--- src/rtl/serial_adder_if.sv ---
// Bus bundle for the bit-serial adder: request side (start/operands) and
// result side (status flags and registered sum/carry-out).
interface serial_adder_if #(
  parameter int WIDTH = 8
);
  // Handshake: a request is accepted at a rising clk edge where start=1 and
  // ready=1. At that edge a/b/cin are captured. Afterwards they are don't-care.
  // done pulses for one cycle when sum/cout carry the new result.
  logic             start;
  logic [WIDTH-1:0] a;
  logic [WIDTH-1:0] b;
  logic             cin;
  logic             ready;
  logic             busy;
  logic             done;
  logic [WIDTH-1:0] sum;
  logic             cout;

  modport master (
    output start, a, b, cin,
    input  ready, busy, done, sum, cout
  );

  modport slave (
    input  start, a, b, cin,
    output ready, busy, done, sum, cout
  );
endinterface

--- src/rtl/serial_adder.sv ---
// Bit-serial ripple adder: one full-adder cell processes one bit per cycle,
// LSB first. {cout,sum} = a + b + cin after WIDTH shift cycles.
module serial_adder #(
  parameter int WIDTH = 8
) (
  input  logic          clk,
  input  logic          rst,
  serial_adder_if.slave bus,
  output logic [1:0]    state_o
);

  localparam int CNT_W = $clog2(WIDTH + 1);
  localparam logic [CNT_W-1:0] LAST_BIT = CNT_W'(WIDTH - 1);

  typedef enum logic [1:0] {
    IDLE  = 2'd0,
    SHIFT = 2'd1,
    DONE  = 2'd2
  } state_e;

  state_e           state_q, state_d;
  logic [WIDTH-1:0] op_a_q, op_a_d;
  logic [WIDTH-1:0] op_b_q, op_b_d;
  logic             carry_q, carry_d;
  logic [WIDTH-1:0] psum_q, psum_d;
  logic [CNT_W-1:0] cnt_q, cnt_d;
  logic [WIDTH-1:0] sum_q, sum_d;
  logic             cout_q, cout_d;

  logic             fa_sum;
  logic             fa_carry;
  logic [WIDTH-1:0] psum_shifted;

  always_ff @(posedge clk) begin
    if (rst) begin
      state_q <= IDLE;
      op_a_q  <= '0;
      op_b_q  <= '0;
      carry_q <= 1'b0;
      psum_q  <= '0;
      cnt_q   <= '0;
      sum_q   <= '0;
      cout_q  <= 1'b0;
    end else begin
      state_q <= state_d;
      op_a_q  <= op_a_d;
      op_b_q  <= op_b_d;
      carry_q <= carry_d;
      psum_q  <= psum_d;
      cnt_q   <= cnt_d;
      sum_q   <= sum_d;
      cout_q  <= cout_d;
    end
  end

  always_comb begin
    fa_sum       = op_a_q[0] ^ op_b_q[0] ^ carry_q;
    fa_carry     = (op_a_q[0] & op_b_q[0]) | (op_a_q[0] & carry_q) |
                   (op_b_q[0] & carry_q);
    // New bit enters at the MSB; written as shift/or so WIDTH=1 needs no slice.
    psum_shifted = (psum_q >> 1) | (WIDTH'(fa_sum) << (WIDTH - 1));

    state_d = state_q;
    op_a_d  = op_a_q;
    op_b_d  = op_b_q;
    carry_d = carry_q;
    psum_d  = psum_q;
    cnt_d   = cnt_q;
    sum_d   = sum_q;
    cout_d  = cout_q;

    case (state_q)
      IDLE, DONE: begin
        if (bus.start) begin
          state_d = SHIFT;
          op_a_d  = bus.a;
          op_b_d  = bus.b;
          carry_d = bus.cin;
          psum_d  = '0;
          cnt_d   = '0;
        end else if (state_q == DONE) begin
          state_d = IDLE;
        end
      end
      SHIFT: begin
        psum_d  = psum_shifted;
        op_a_d  = op_a_q >> 1;
        op_b_d  = op_b_q >> 1;
        carry_d = fa_carry;
        cnt_d   = cnt_q + CNT_W'(1);
        if (cnt_q == LAST_BIT) begin
          state_d = DONE;
          sum_d   = psum_shifted;
          cout_d  = fa_carry;
        end
      end
      default: state_d = IDLE;
    endcase
  end

  assign bus.ready = (state_q == IDLE) || (state_q == DONE);
  assign bus.busy  = (state_q == SHIFT);
  assign bus.done  = (state_q == DONE);
  assign bus.sum   = sum_q;
  assign bus.cout  = cout_q;
  assign state_o   = state_q;

endmodule
--- src/flat_wrapper.sv ---
// flat-port wrapper written by rule: the top's interface ports become plain ports
module serial_adder_flat 
#(
  parameter int WIDTH = 8
)
  (clk, rst, state_o, bus_start, bus_a, bus_b, bus_cin, bus_ready, bus_busy, bus_done, bus_sum, bus_cout);
  serial_adder_if #(.WIDTH(WIDTH)) bus_i ();
  input  logic clk;
  input  logic rst;
  output logic [1:0] state_o;
  input wire logic [$bits(bus_i.start)-1:0] bus_start;
  input wire logic [$bits(bus_i.a)-1:0] bus_a;
  input wire logic [$bits(bus_i.b)-1:0] bus_b;
  input wire logic [$bits(bus_i.cin)-1:0] bus_cin;
  output wire logic [$bits(bus_i.ready)-1:0] bus_ready;
  output wire logic [$bits(bus_i.busy)-1:0] bus_busy;
  output wire logic [$bits(bus_i.done)-1:0] bus_done;
  output wire logic [$bits(bus_i.sum)-1:0] bus_sum;
  output wire logic [$bits(bus_i.cout)-1:0] bus_cout;
  assign bus_i.start = bus_start;
  assign bus_i.a = bus_a;
  assign bus_i.b = bus_b;
  assign bus_i.cin = bus_cin;
  assign bus_ready = bus_i.ready;
  assign bus_busy = bus_i.busy;
  assign bus_done = bus_i.done;
  assign bus_sum = bus_i.sum;
  assign bus_cout = bus_i.cout;
  serial_adder #(.WIDTH(WIDTH)) u_core (.clk(clk), .rst(rst), .bus(bus_i), .state_o(state_o));
endmodule
--- config.mk ---
export PLATFORM = sky130hd
export DESIGN_NAME = serial_adder_flat
export DESIGN_NICKNAME = d
export VERILOG_FILES = /design/src/rtl/serial_adder_if.sv /design/src/rtl/serial_adder.sv /design/src/flat_wrapper.sv
export SDC_FILE = /design/constraint.sdc
export NUM_CORES = 1
export LEC_CHECK = 0
export ABC_CLOCK_PERIOD_IN_PS = 2400
export CORE_UTILIZATION = 40
export CTS_BUF_LIST = sky130_fd_sc_hd__clkbuf_4 sky130_fd_sc_hd__clkbuf_8
export DETAILED_ROUTE_END_ITERATION = 16
export DONT_BUFFER_PORTS = 1
export GPL_TIMING_DRIVEN = 0
export REMOVE_ABC_BUFFERS = 1
export SYNTH_ARGS = -nofsm -noshare
export SYNTH_HDL_FRONTEND = slang
export SYNTH_SLANG_ARGS = --single-unit
--- constraint.sdc ---
create_clock -name clk -period 2.4 [get_ports clk]
set_input_delay 0.24 -clock clk [delete_from_list [all_inputs] [get_ports clk]]
set_output_delay 0.24 -clock clk [all_outputs]
set_load 0.1 [all_outputs]
==> results.yml <==
critical_path:
  cp_max_fo: 20
  cp.required_ns: 2.53
  critPathLaunch: "u_core.state_o[0]"
  r2r_setup_slack_ns: 0.22
  path_class: "reg2reg"
  endpoint_kind: "flop"
  reg2reg_depth: 3
  worstSetupStartpointType: "flop"
  r2r_start: "u_core.state_o[0]"
  r2r_end: "u_core.cnt_q[2]"
  worstPathArrival_ns: 2.31
synthesis:
  netlist_area_mm2: 0.00167
  yosysWarnings: 0
  yosys_register_bits: 39
  seq_area_frac_synth_pct: 46.7
  synthCells: 179
  yosysUniqueCellTypes: 27
  avgSynthCellArea_um2: 9.33
global_route:
  grt_max_degree: 50
  grt_pass1_vias: 1109
  grt_pass1_wl_um: 4860
  grt-ovfl-total: 0
  grt_antenna_before_repair: 0
  grtUsageTotal_pct: 14.8
cts:
  clock-sinks: 39
  htreeDepth: 2
  clockBufferDepth: 2
  cts_root_buf: "clkbuf_8"
  cts_buffers: 5
  cts_tree: "done"
  cts_setup_buffers: 0
  clk_latency_ns: 0.29
  path_clk_slew_ns: 0.07
routing:
  vias: 1267
  routed_via_density: 5.66
  drc: 0
  dr.pass1.iters: 4
  drt_wl_total_um: 3160
  wl_per_cell_um: 14.1
  ant_nets: 0
  drt_iter0_markers: 78
placement:
  place_congestion: 0.715
  port_buffers: 0
  dp_hpwl_um: 1840
power_and_ir_drop:
  vdd_ir_drop_max_uv: 421
  power_density_mw_per_mm2: 725
  power_w: 0.00127
  p_leak_nw: 0.589
floorplan:
  die_x_um: 66.6
  die-area_mm2: 0.00444
  initial_core_util_pct: 41.8
  ios: 34
  die_h_um: 66.6
  rows: 23
  coreArea_mm2: 0.00400
sta:
  finalSetupViolCount: 0
  slew_headroom_pct: 8.80
  skew_ns: 0.00813
  worst_hold_slack_ns: 0.0156
  slew_violations: 0
  rsz0062_at_grt: "no"
  finalCriticalPeriod_ns: 2.18
  fmax_ghz: 0.459
  hold_viol: 0
  period_share_pct: 90.7
  tightestPinTransition_ns: 1.37
hold_path:
  hold_class: "in2reg"
  hold-path-cell-count: 1
  min_to: "u_core.op_a_q[5]"
  worstHoldStart: "rst"
cells_and_area:
  layout.nets: 195
  fillers: 389
  drive_above_1_share_pct: 9.20
  final_cell_mix: "37 x dfxtp_1, 28 x a21oi_1, 26 x nand3_1"
  area_delta_synth_final_pct: 5.17
  final_common_cell: "dfxtp_1"
  n_antenna_cell: 0
flow_run:
  cap_violations: 0
status:
  outcome: "complete, no violations"
routing by layer:
layer | track usage, % | vias to the layer above | share of wire (%)
met4 | 5.59 | 0 | 1.3
met3 | 8.22 | 7 | 6.7
met2 | 24.2 | 35 | 48
li1 | - | 616 | -
met1 | 15.8 | 609 | 44
met5 | 0 | - | 0
worst max-delay path by stage:
stage / cells after the start / endpoint
after floorplan: 4 / u_core.cnt_q[3]
after global placement: 4 / u_core.cnt_q[3]
after detailed placement: 4 / u_core.cnt_q[3]
after CTS: 3 / u_core.cnt_q[3]
after global routing: 3 / u_core.cnt_q[3]
final: 3 / u_core.cnt_q[2]
Yosys cell counts (all sizes together):
| cell type | n | area share (%) |
|---|---|---|
| a211oi | 1 | 0.75 |
| a21oi | 28 | 8.4 |
| a22oi | 15 | 6.7 |
| buf | 12 | 5.2 |
| clkbuf | 3 | 0.67 |
| dfxtp | 39 | 47 |
| fa | 1 | 1.2 |
| ha | 1 | 0.75 |
| inv | 2 | 0.60 |
| mux2 | 2 | 1.6 |
| mux2i | 9 | 5.4 |
| nand2 | 10 | 2.2 |
| nand2b | 21 | 8.0 |
| nand3 | 26 | 7.8 |
| nand3b | 1 | 0.45 |
| nand4 | 1 | 0.37 |
| nor2 | 3 | 1.6 |
| nor2b | 2 | 0.75 |
| nor3 | 1 | 0.30 |
| nor3b | 1 | 0.45 |
flip-flops by register name, indices dropped and copies added, names as in the netlist:
signal / count
u_core.bus.sum: 8
u_core.state_o: 2
u_core.psum_q: 7
u_core.op_b_q: 8
u_core.op_a_q: 8
u_core.cnt_q: 4
u_core.carry_q: 1
u_core.bus.cout: 1
area by class of cell:
cell class	instances	area, um2	share of cell area [%]
clock buffers	7	83.8	4.77
clock inverters	1	5.00	0.285
inverters	2	12.5	0.712
repair buffers	2	20.0	1.14
multi-input cells	123	790	44.9
well taps	50	62.6	3.56
flip-flops and latches	39	783	44.6
critical path: stages (launching register included):
cell      delay, ns
dfxtp_2        0.52
nor2b_1        1.12
mux2_4         0.32
a211oi_2       0.06
cell families after synthesis:
kind of cell | share of synthesized area (%)
buffers and inverters | 6.44
adder cells (fa/ha/maj) | 1.95
AND/OR/NAND/NOR | 22.0
flip-flops | 46.7
AO/OA/AOI/OAI | 15.9
multiplexers | 6.97
power by group:
group / leakage [nW] / internal (W) / switching, W
logic: 0.221 / 0.0000382 / 0.0000912
clock network: 0.0491 / 0.000226 / 0.000220
registers: 0.318 / 0.000672 / 0.0000269
total: 0.589 / 0.000936 / 0.000338
timing repair:
item / 4_1_cts / 5_1_grt
endpoints found under the hold margin: 0 / 25
hold buffers: 0 / 2
gates resized for setup: 4 / 0
setup endpoints to repair: 38 / 0
metrics by stage:
step | worst slack [ns] | util [%] | TNS (ns) | area (um2) | std cells
2_1_floorplan | -0.270 | - | -1.44 | 1570 | 164
3_3_place_gp | -0.541 | 40.9 | -8.91 | 1640 | 214
3_5_place_dp | -0.601 | 40.9 | -10.60 | 1640 | 214
4_1_cts | 0.195 | 43.4 | 0 | 1740 | 222
5_1_grt | 0.0939 | 43.9 | 0 | 1760 | 224
6_report | 0.222 | 43.9 | 0 | 1760 | 224
No activity file was read; power rests on OpenSTA's default activity.
